$ cat config.mk
export PLATFORM = sky130hd
export DESIGN_NAME = gf2m_reduce_flat
export DESIGN_NICKNAME = d
export VERILOG_FILES = /design/src/rtl/gf2m_reduce_if.sv /design/src/rtl/gf2m_reduce.sv /design/src/flat_wrapper.sv
export SDC_FILE = /design/constraint.sdc
export NUM_CORES = 1
export LEC_CHECK = 0
export ABC_AREA = 1
export ABC_CLOCK_PERIOD_IN_PS = 2200
export BUFFER_PORTS_ARGS = -buffer_cell sky130_fd_sc_hd__buf_4
export CORE_ASPECT_RATIO = 1.4
export CORE_MARGIN = 2
export CORE_UTILIZATION = 60
export CTS_BUF_LIST = sky130_fd_sc_hd__clkbuf_8
export DETAILED_ROUTE_END_ITERATION = 16
export PLACE_DENSITY_LB_ADDON = 0.05
export SETUP_SLACK_MARGIN = 0.3
export SLEW_MARGIN = 20
export SYNTH_ARGS = -nofsm -noshare
export SYNTH_HDL_FRONTEND = slang
export SYNTH_SLANG_ARGS = --single-unit
$ cat constraint.sdc
create_clock -name clk -period 2.2 [get_ports clk]
set_input_delay 0.33 -clock clk [delete_from_list [all_inputs] [get_ports clk]]
set_output_delay 0.33 -clock clk [all_outputs]
set_load 0.05 [all_outputs]
$ cat src/rtl/gf2m_reduce_if.sv
// Handshake bundle between the carry-less multiplier, the reduction stage and
// its consumer.
interface gf2m_reduce_if #(
    parameter int PW = 25,
    parameter int M  = 13
);
    logic          in_valid;
    logic          in_ready;
    logic [PW-1:0] in_data;
    logic          out_valid;
    logic          out_ready;
    logic [M-1:0]  out_data;

    modport master (
        output in_valid,
        output in_data,
        output out_ready,
        input  in_ready,
        input  out_valid,
        input  out_data
    );

    modport slave (
        input  in_valid,
        input  in_data,
        input  out_ready,
        output in_ready,
        output out_valid,
        output out_data
    );
endinterface

$ cat src/rtl/gf2m_reduce.sv
// Bit-serial GF(2^M) reduction of a (2M-1)-bit carry-less product modulo a
// fixed irreducible f(x); one coefficient folded per cycle, fixed latency.
module gf2m_reduce #(
    parameter int           PW   = 25,
    parameter int           M    = 13,
    parameter logic [M-1:0] POLY = 13'h001B
) (
    input  logic         clk,
    input  logic         rst,
    gf2m_reduce_if.slave bus
);
    localparam int CW = $clog2(PW);

    typedef enum logic [1:0] {
        IDLE   = 2'd0,
        REDUCE = 2'd1,
        DONE   = 2'd2
    } state_t;

    state_t        state;
    state_t        state_nxt;
    logic [PW-1:0] acc;
    logic [CW-1:0] cnt;

    // Cancel coefficient x^pos using f(x)*x^(pos-M); pos is always >= M here.
    function automatic logic [PW-1:0] fold_step(input logic [PW-1:0] a,
                                                input logic [CW-1:0] pos);
        logic [PW-1:0] f_ext;
        f_ext = PW'({1'b1, POLY});
        if (a[pos])
            return a ^ (f_ext << (pos - CW'(M)));
        else
            return a;
    endfunction

    always_ff @(posedge clk) begin
        if (!rst)
            state <= IDLE;
        else
            state <= state_nxt;
    end

    always_comb begin
        state_nxt = state;
        case (state)
            IDLE:    if (bus.in_valid) state_nxt = REDUCE;
            REDUCE:  if (cnt == CW'(M)) state_nxt = DONE;
            DONE:    if (bus.out_ready) state_nxt = IDLE;
            default: state_nxt = IDLE;
        endcase
    end

    // Every REDUCE cycle folds unconditionally so latency never depends on data.
    always_ff @(posedge clk) begin
        if (!rst) begin
            acc <= '0;
            cnt <= '0;
        end else begin
            case (state)
                IDLE: begin
                    if (bus.in_valid) begin
                        acc <= bus.in_data;
                        cnt <= CW'(PW - 1);
                    end
                end
                REDUCE: begin
                    acc <= fold_step(acc, cnt);
                    cnt <= cnt - CW'(1);
                end
                default: ;
            endcase
        end
    end

    // Result is masked outside DONE so a partially reduced value never leaks.
    always_comb begin
        bus.in_ready  = (state == IDLE);
        bus.out_valid = (state == DONE);
        bus.out_data  = (state == DONE) ? acc[M-1:0] : '0;
    end
endmodule
$ cat src/flat_wrapper.sv
// flat-port wrapper written by rule: the top's interface ports become plain ports
module gf2m_reduce_flat 
#(
    parameter int           PW   = 25,
    parameter int           M    = 13,
    parameter logic [M-1:0] POLY = 13'h001B
)
  (clk, rst, bus_in_valid, bus_in_data, bus_out_ready, bus_in_ready, bus_out_valid, bus_out_data);
  gf2m_reduce_if #(.PW(PW), .M(M)) bus_i ();
  input  logic clk;
  input  logic rst;
  input wire logic [$bits(bus_i.in_valid)-1:0] bus_in_valid;
  input wire logic [$bits(bus_i.in_data)-1:0] bus_in_data;
  input wire logic [$bits(bus_i.out_ready)-1:0] bus_out_ready;
  output wire logic [$bits(bus_i.in_ready)-1:0] bus_in_ready;
  output wire logic [$bits(bus_i.out_valid)-1:0] bus_out_valid;
  output wire logic [$bits(bus_i.out_data)-1:0] bus_out_data;
  assign bus_i.in_valid = bus_in_valid;
  assign bus_i.in_data = bus_in_data;
  assign bus_i.out_ready = bus_out_ready;
  assign bus_in_ready = bus_i.in_ready;
  assign bus_out_valid = bus_i.out_valid;
  assign bus_out_data = bus_i.out_data;
  gf2m_reduce #(.PW(PW), .M(M), .POLY(POLY)) u_core (.clk(clk), .rst(rst), .bus(bus_i));
endmodule
# Yosys cells after proc, flatten, opt, wreduce, memory -nomap -nowiden
# Cells that the tools add are included.
[totals] mem_bits_ro=0 mem_count=0 regBits=32 latchBits=0 word_cells=32 output_inout_bits=15 inputBits=29 mem_bits_rw=0
[op_classes] div=0 n_reduce_logical=5 mul=0 mux=12 shifts=1 n_eq_ne=7 bitwise_logic=1 n_lt_le_gt_ge=1 n_addsub=2
[op_table] cell="two-way mux 25 bit" n=2
[op_table] cell="case mux 25 bit (2 select lines)" n=1
[op_table] cell="<< shifter 14 x 5 -> 25 bit, first input constant" n=1
[op_table] cell="XOR 25 bit" n=1
[op_table] cell="two-way mux 13 bit" n=1
[op_table] cell="case mux 5 bit (2 select lines)" n=1
[op_table] cell="less-than comparator 5 x 6 -> 1 bit, second input constant" n=1
[op_table] cell="two-way mux 2 bit" n=3
[op_table] cell="case mux 2 bit (3 select lines)" n=1
[op_table] cell="AND reduction 3 bit" n=2
[op_table] cell="binary-select mux 1 bit (select 5 bit)" n=1
[op_table] cell="== test 5 x 4 -> 1 bit, second input constant" n=1
[op_table] cell="two-way mux 5 bit" n=1
[op_table] cell="subtractor 5 x 1 -> 5 bit, second input constant" n=1
[op_table] cell="subtractor 5 x 4 -> 5 bit, second input constant" n=1
[op_table] cell="inequality test 2 x 1 -> 1 bit, second input constant" n=2
[op_table] cell="inequality test 2 bit, second input constant" n=2
[op_table] cell="== test 2 x 1 -> 1 bit, second input constant" n=1
[op_table] cell="== test 2 bit, second input constant" n=1
[op_table] cell="zero test 2 bit" n=1
[op_table] cell="AND reduction 2 bit" n=1
[op_table] cell="nonzero test 2 bit" n=1
[op_table] cell="two-way mux 1 bit" n=1

# Logic depth before layout (Yosys ltp)
# Gate-level depths: netlist of run 1.
[depth] depth_word=5 depth_mapped=17 ltp_nobuf=15

# Worst setup path before layout of run 1
# Ideal clock, no wire load.
[synth_path] path_type="register to output" from="register u_core.state[1]" to="output port bus_out_data[0]" path_buffers=1 setup_slack_ns=-0.269 stages_incl_launch_ff=6 required_ns=1.870 arrival_time_ns=2.139 path_cell_list="dfxtp_1 > inv_1 > nor2_1 > inv_1 > clkbuf_1 > nor2_1"
[synth_between] elab_chain_len=2
[synth_lines] item="from (decl)" line="gf2m_reduce.sv:20" rtl="state_t state;"
[synth_lines] item="from (signal assigned)" line="gf2m_reduce.sv:40" rtl="state <= state_nxt;"
[synth_lines] item="== test 2 bit"
[synth_lines] item="via bus_out_valid" line="flat_wrapper.sv:16" rtl="output wire logic [$bits(bus_i.out_valid)-1:0] bus_out_valid;"
[synth_lines] item="two-way mux 13 bit" line="gf2m_reduce.sv:79" rtl="bus.out_data = (state == DONE) ? acc[M-1:0] : '0;"
[synth_lines] item="to (decl)" line="flat_wrapper.sv:17" rtl="output wire logic [$bits(bus_i.out_data)-1:0] bus_out_data;"
# The timed path passes the listed nets, and every way through them passes these cells.

# Final worst setup path of run 1
[layout_path] from="register u_core.cnt[2]" to="register u_core.acc[6]"
[layout_between] elab_chain_len=5 word_cells_on_any_way=9 cone_classes="add/sub: 1; eq/ne: 1; shift: 1; mux: 4; bitwise: 1; reduce/logical: 1"
[layout_lines] item="from (decl)" line="gf2m_reduce.sv:23" rtl="logic [CW-1:0] cnt;"
[layout_lines] item="from (signal assigned)" line="gf2m_reduce.sv:63" rtl="cnt <= CW'(PW - 1);"
[layout_lines] item="from (signal assigned)" line="gf2m_reduce.sv:68" rtl="cnt <= cnt - CW'(1);"
[layout_lines] item="subtractor 5 x 4 -> 5 bit" line="gf2m_reduce.sv:31" rtl="return a ^ (f_ext << (pos - CW'(M)));"
[layout_lines] item="<< shifter 14 x 5 -> 25 bit" line="gf2m_reduce.sv:31"
[layout_lines] item="XOR 25 bit" line="gf2m_reduce.sv:31"
[layout_lines] item="two-way mux 25 bit" line="gf2m_reduce.sv:30" rtl="if (a[pos])"
[layout_lines] item="case mux 25 bit (2 select lines)" line="gf2m_reduce.sv:59" rtl="case (state)"
[layout_lines] item="to (signal assigned)" line="gf2m_reduce.sv:62" rtl="acc <= bus.in_data;"
[layout_lines] item="to (signal assigned)" line="gf2m_reduce.sv:67" rtl="acc <= fold_step(acc, cnt);"
[layout_lines] item="to (decl)" line="gf2m_reduce.sv:22" rtl="logic [PW-1:0] acc;"
# Parallel ways exist; a longest one is shown, timed or not. The select of a mux whose other input is x is not followed.
# A chain may end at the register's enable or synchronous reset.

==> flow_summary.toml, run 1 <==
[run_status]
status = "finished, final reports clean"

[global_route]
grtUsageTotal = 0.335
grt-ovfl-total = 0
antenna_found_initial = 0
grt_pass1_vias = 3358
grt_first_pass_wirelength_um = 15100
grt_max_degree = 41

[sta]
min_period_ns = 1.85
drv_slew = 0
worst_pin_slew_ns = 0.543
rsz0062_at_grt = "yes"
slew_headroom = 0.634
hold-worst-slack_ns = 0.306
setup_violations = 0
clock.fmax_ghz = 0.540
fin_tns_setup_ns = 0
finalCritPeriodShare = 0.842
final-hold-violation-count = 0
clock_skew_ns = 0.00536

[drt]
vias = 3788
dr.pass1.iters = 7
routedWlPerCell_um = 14.8
drt_drc_violations_left = 0
drtIter0Drc = 346
ant_nets = 0
viasPerCell = 5.63
wl_um = 9940

[logic_synthesis]
yosysUniqueCellTypes = 31
syn-cell-area_mm2 = 0.00306
syn-num-nets = 592
syn_inst = 556
ys_seq_area_frac = 0.209
yosys_warnings = 0
syn_area_per_cell_um2 = 5.51
synth_seq_cells = 32

[flow_run]
maxCapViolCount = 0

[power]
totalPowerFinal_uw = 2460
vdd_drop_max_uv = 391
power_leakage_uw = 0.00197
p_per_area_mw_per_mm2 = 643

[floorplan]
ios = 44
dieWidth_um = 64.4
start_util = 0.628
die-area_mm2 = 0.00570
rows = 30
core_mm2 = 0.00488
die_y_um = 88.5

[clock_network]
cts_sinks = 32
cts_made_buffers = 5
clk_latency_ns = 0.29
path_clk_slew_ns = 0.07
cts_root_buf = "clkbuf_8"
hold_buffers = 0
cts_max_path_buffers = 2
cts_tree = "built"
cts.htree.levels = 2

[place]
place_hpwl_um = 6460
gp_congestion = 0.947
port_buffers = 43
dp_cells = 645

[worst_setup_path]
r2r_start = "u_core.cnt[2]"
endpoint = "u_core.acc[6]"
crit_type = "register to register"
worstPathArrival_ns = 2.04
reg2reg_to = "u_core.acc[6]"
end_kind = "register"
critPathLaunchType = "register"
crit_required_ns = 2.38
reg2reg_depth = 9
reg2reg_setup_slack_ns = 0.35
crit_path_start = "u_core.cnt[2]"
critPathMaxFanout = 12

[hold_path]
min_from = "bus_out_ready"
min_path_type = "primary input to register"

[finish]
area_growth_pct = 24.8
drive_gt1_frac = 0.233
fillCellCount = 417
final_cells = 673
final_nets = 644
diodes = 0
[how the worst min path moves through the flow]
| stage | depth (start not counted) | to |
|---|---|---|
| 5_1_grt | 3 | u_core.state[1] |
| 3_5_place_dp | 2 | u_core.acc[7] |
| 2_1_floorplan | 2 | u_core.acc[2] |
| 3_3_place_gp | 2 | u_core.acc[7] |
| 4_1_cts | 3 | u_core.state[1] |
| 6_report | 3 | u_core.state[1] |
[layout by cell type, fill, tap and decap left out, types with 2 or more instances in the layout]
cell      instances
nand2_1         203
nor2_1           72
nand3_1          66
buf_4            60
inv_1            44
dfxtp_1          28
nand2_2          18
a21oi_1          15
nor2_4           13
o21ai_1          11
inv_2             7
nand2_4           7
o21ai_0           6
nand4_1           6
clkbuf_8          6
nor2_2            5
ha_1              5
nor3_1            4
buf_12            4
dfxtp_4           4
nand3_2           3
buf_6             3
a21oi_2           2
nand2_8           2
clkinv_1          2
o21ai_2           2
a211oi_1          2
ha_4              2
[critical path: stages (launching register included)]
cell,delay [ns]
dfxtp_4,0.40
nor2_1,0.33
nand3_1,0.18
a21oi_1,0.20
a21oi_2,0.10
nand2_4,0.16
buf_6,0.16
nand3_1,0.10
nand2_1,0.08
nor2_1,0.04
[kinds of logic after synthesis]
logic type / after synthesis / synth area share
and+or+nand+nor: 395 / 0.537
adders and majority gates: 7 / 0.0286
DFF: 32 / 0.209
AOI/OAI and AO/OA: 40 / 0.0711
buffers and inverters: 82 / 0.154
[sequential cells by signal (all words and copies together), names as in the netlist]
name / count
u_core.acc: 25
u_core.cnt: 5
u_core.state: 2
[layout make-up]
type / count / area [um2] / area share
clock inverters: 2 / 7.51 / 0.00196
well taps: 64 / 80.1 / 0.0210
clock buffers: 6 / 82.6 / 0.0216
multi-input cells: 448 / 2210 / 0.579
repair buffers: 68 / 579 / 0.152
flip-flops and latches: 32 / 656 / 0.172
inverters: 53 / 205 / 0.0537
[cell usage after synthesis, drive strengths merged]
cell,n,area [um2]
or2,1,6.26
inv,51,191
nand3,69,350
o211ai,1,7.51
o31ai,1,7.51
nor2,90,343
dlygate4sd1,1,8.76
ha,7,87.6
nand4,6,37.5
nor3,4,20.0
dfxtp,32,641
clkinv,2,7.51
buf,21,198
nand2,224,881
a21oi,17,88.8
o21ai,19,98.8
clkbuf,7,66.3
nand3b,1,7.51
a211oi,2,15.0
[per-stage QoR]
step / util / area, um2 / worst slack (ns)
3_5_place_dp: 0.691 / 3370 / 0.0930
4_1_cts: 0.724 / 3530 / 0.309
5_1_grt: 0.783 / 3820 / 0.230
6_report: 0.783 / 3820 / 0.347
3_3_place_gp: 0.691 / 3370 / 0.114
2_1_floorplan: - / 3150 / 0.310
[per-layer routing]
layer  share of wire  GRT usage  wire length (um)  vias to the layer above
met5               0          0                 0                        -
met4           0.040      0.145               400                        0
met3           0.082     0.0509               814                       46
met2            0.51      0.611              5040                      217
met1            0.37      0.388              3680                     1682
li1                -          -                 -                     1843
[report_power, final]
group          switching (uW)  internal [uW]  leakage (uW)  total [uW]
combinational             788            430       0.00165        1220
sequential               85.0            668      0.000267         753
clock                     239            246     0.0000538         485
total                    1110           1340       0.00197        2460
[what timing repair did]
| action | CTS | global route |
|---|---|---|
| setup buffers | 3 | 11 |
| endpoints found under the setup margin | 38 | 25 |
| pin swaps | 0 | 12 |
| gates resized for setup | 10 | 51 |
| gates cloned | 0 | 6 |
Power figures use the tool's default switching activity.
==> run 2, diff against run 1 <==
Settings changed: ABC_CLOCK_PERIOD_IN_PS 2200 to 1600, CORE_UTILIZATION 60 to 54.
Clock period 2.2 ns to 1.6 ns, I/O delays scaled along.
==> run 2 against run 1 <==
Effect of this change:
- the flow now finishes with violations (negative setup slack)
- utilization rose by 7.2 points
- via count increased by 9.2%
- non-clock buffer count is 49 higher
- clock power rose by 85%
- combinational power increased by 81%
- wire length increased by 27%
- clock-buffer cell count up 1
- highest routed layer unchanged
==> flow_summary.toml, run 2 (synthesis results as in run 1) <==
[power]
vdd_drop_max_uv = 552
totalPowerFinal_uw = 4140
power_leakage_uw = 0.00232
p_per_area_mw_per_mm2 = 882

[floorplan]
ios = 44
rows = 32
start_util = 0.558
dieWidth_um = 67.7
die_y_um = 93.1
die-area_mm2 = 0.00630
core_mm2 = 0.00549

[worst_setup_path]
crit_required_ns = 1.78
critPathLaunchType = "register"
path_cells = "buf_6 > nor2_1 > buf_4 > nand3_2 > nand2_1 > nor2_1 > nand2_1 > a21oi_2 > nand2_4 > buf_4 > buf_6 > a21oi_1 > nor2_1"
path_buf_inv = 4
reg2reg_setup_slack_ns = -0.37
crit_path_top_delay_cell = "dfxtp_2"
cpPeakStageDelay_ns = 0.35
reg2reg_to = "u_core.acc[1]"
crit_type = "register to register"
worstPathArrival_ns = 2.16
reg2reg_depth = 13
cp_top_family = "simple AND/OR/NAND/NOR gates"
critPathMaxFanout = 5
r2r_start = "u_core.cnt[1]"
cp_common_cell = "nor2_1"
end_kind = "register"

[global_route]
antenna_found_initial = 0
grt_max_degree = 29
grt_first_pass_wirelength_um = 16400
grt_pass1_vias = 3695
grtUsageTotal = 0.339
grt-ovfl-total = 0

[flow_run]
maxCapViolCount = 0

[clock_network]
cts_tree = "built"
cts_root_buf = "clkbuf_8"
cts_sinks = 32
cts_made_buffers = 5
cts_max_path_buffers = 2
cts.htree.levels = 2
path_clk_slew_ns = 0.08
clk_latency_ns = 0.30
hold_buffers = 0

[place]
place_hpwl_um = 7340
gp_congestion = 0.941
dp_cells = 699
port_buffers = 43

[sta]
finalCritPeriodShare = 1.23
fin_tns_setup_ns = -6.67
hold-worst-slack_ns = 0.230
worst_pin_slew_ns = 0.357
drv_slew = 0
setup_violations = 25
slew_headroom = 0.762
final-hold-violation-count = 0
clock_skew_ns = 0.00977
rsz0062_at_grt = "yes"
fin_ws_ns = -0.373
clock.fmax_ghz = 0.507
min_period_ns = 1.97

[finish]
drive_gt1_frac = 0.358
largest_reg_flops = 25
diodes = 0
layout_common_cells = "nand2_1 (198), buf_4 (80), nor2_1 (64), nand3_1 (54), inv_1 (36)"
area_growth_pct = 53.2
fillCellCount = 313
final_nets = 689
final_cells = 722
regMostFlops = "u_core.acc"
final_common_cell = "nand2_1"
reg_top3 = "u_core.acc: 25 flops, u_core.cnt: 5 flops, u_core.state: 2 flops"

[hold_path]
hold_path_depth = 3
min_path_type = "primary input to register"
min_to = "u_core.state[1]"
min_from = "bus_out_ready"

[drt]
vias = 4136
viasPerCell = 5.73
ant_nets = 0
dr.pass1.iters = 8
drtIter0Drc = 473
drt_drc_violations_left = 0
wl_um = 12600
routedWlPerCell_um = 17.5

[run_status]
status = "complete, but fails checks"
violations = "negative setup slack"
## run 2: metrics by stage
step | setup slack (ns) | instance area [um2] | utilization
finish | -0.373 | 4690 | 0.855
global route | -0.594 | 4690 | 0.855
CTS | -0.163 | 4380 | 0.798
detailed placement | -0.239 | 3930 | 0.716
global placement | -0.165 | 3930 | 0.716
floorplan | -0.123 | 3300 | -
## run 2: worst max path at each step
stage	cells after the start	slack, ns	from	to
after floorplan	17	-0.12	u_core.cnt[0]	u_core.acc[15]
after global placement	14	-0.16	u_core.cnt[1]	u_core.acc[3]
after detailed placement	15	-0.24	u_core.cnt[1]	u_core.acc[21]
after CTS	14	-0.16	u_core.cnt[1]	u_core.acc[13]
after global routing	12	-0.59	u_core.cnt[1]	u_core.acc[5]
final	13	-0.37	u_core.cnt[1]	u_core.acc[1]
## run 2: area by class of cell
type                       instances  area (um2)  area share
timing repair buffer             117        1190       0.254
timing repair inverter             1        20.0     0.00427
clock inverter                     1        30.0     0.00640
inverter                          53         235      0.0501
multi-input combinational        443        2370       0.506
tap                               68        85.1      0.0181
clock buffer                       7        96.3      0.0205
sequential                        32         657       0.140
## run 2: layer usage
| metal | wire length [um] | part of all wire | up-vias | GRT usage |
|---|---|---|---|---|
| li1 | - | - | 1933 | - |
| met1 | 4450 | 0.35 | 1863 | 0.359 |
| met2 | 6280 | 0.50 | 258 | 0.636 |
| met3 | 1020 | 0.081 | 82 | 0.0493 |
| met4 | 850 | 0.067 | 0 | 0.146 |
| met5 | 0 | 0 | - | 0 |
## run 2: worst reg2reg max path: stages (launching register included)
cell,delay [ns]
dfxtp_2,0.35
buf_6,0.12
nor2_1,0.05
buf_4,0.16
nand3_2,0.07
nand2_1,0.05
nor2_1,0.11
nand2_1,0.08
a21oi_2,0.23
nand2_4,0.12
buf_4,0.15
buf_6,0.12
a21oi_1,0.18
nor2_1,0.09
## run 2: what timing repair did
| action | in CTS | in global routing |
|---|---|---|
| hold endpoints to repair | 0 | 0 |
| gates resized for setup | 65 | 68 |
| gates cloned | 4 | 2 |
| buffers inserted | 4 | 5 |
| pin swaps | 7 | 8 |
| setup endpoints to repair | 43 | 43 |
## run 2: power breakdown
part | internal [uW] | switching (uW)
clock network | 550 | 346
logic | 894 | 1310
registers | 918 | 118
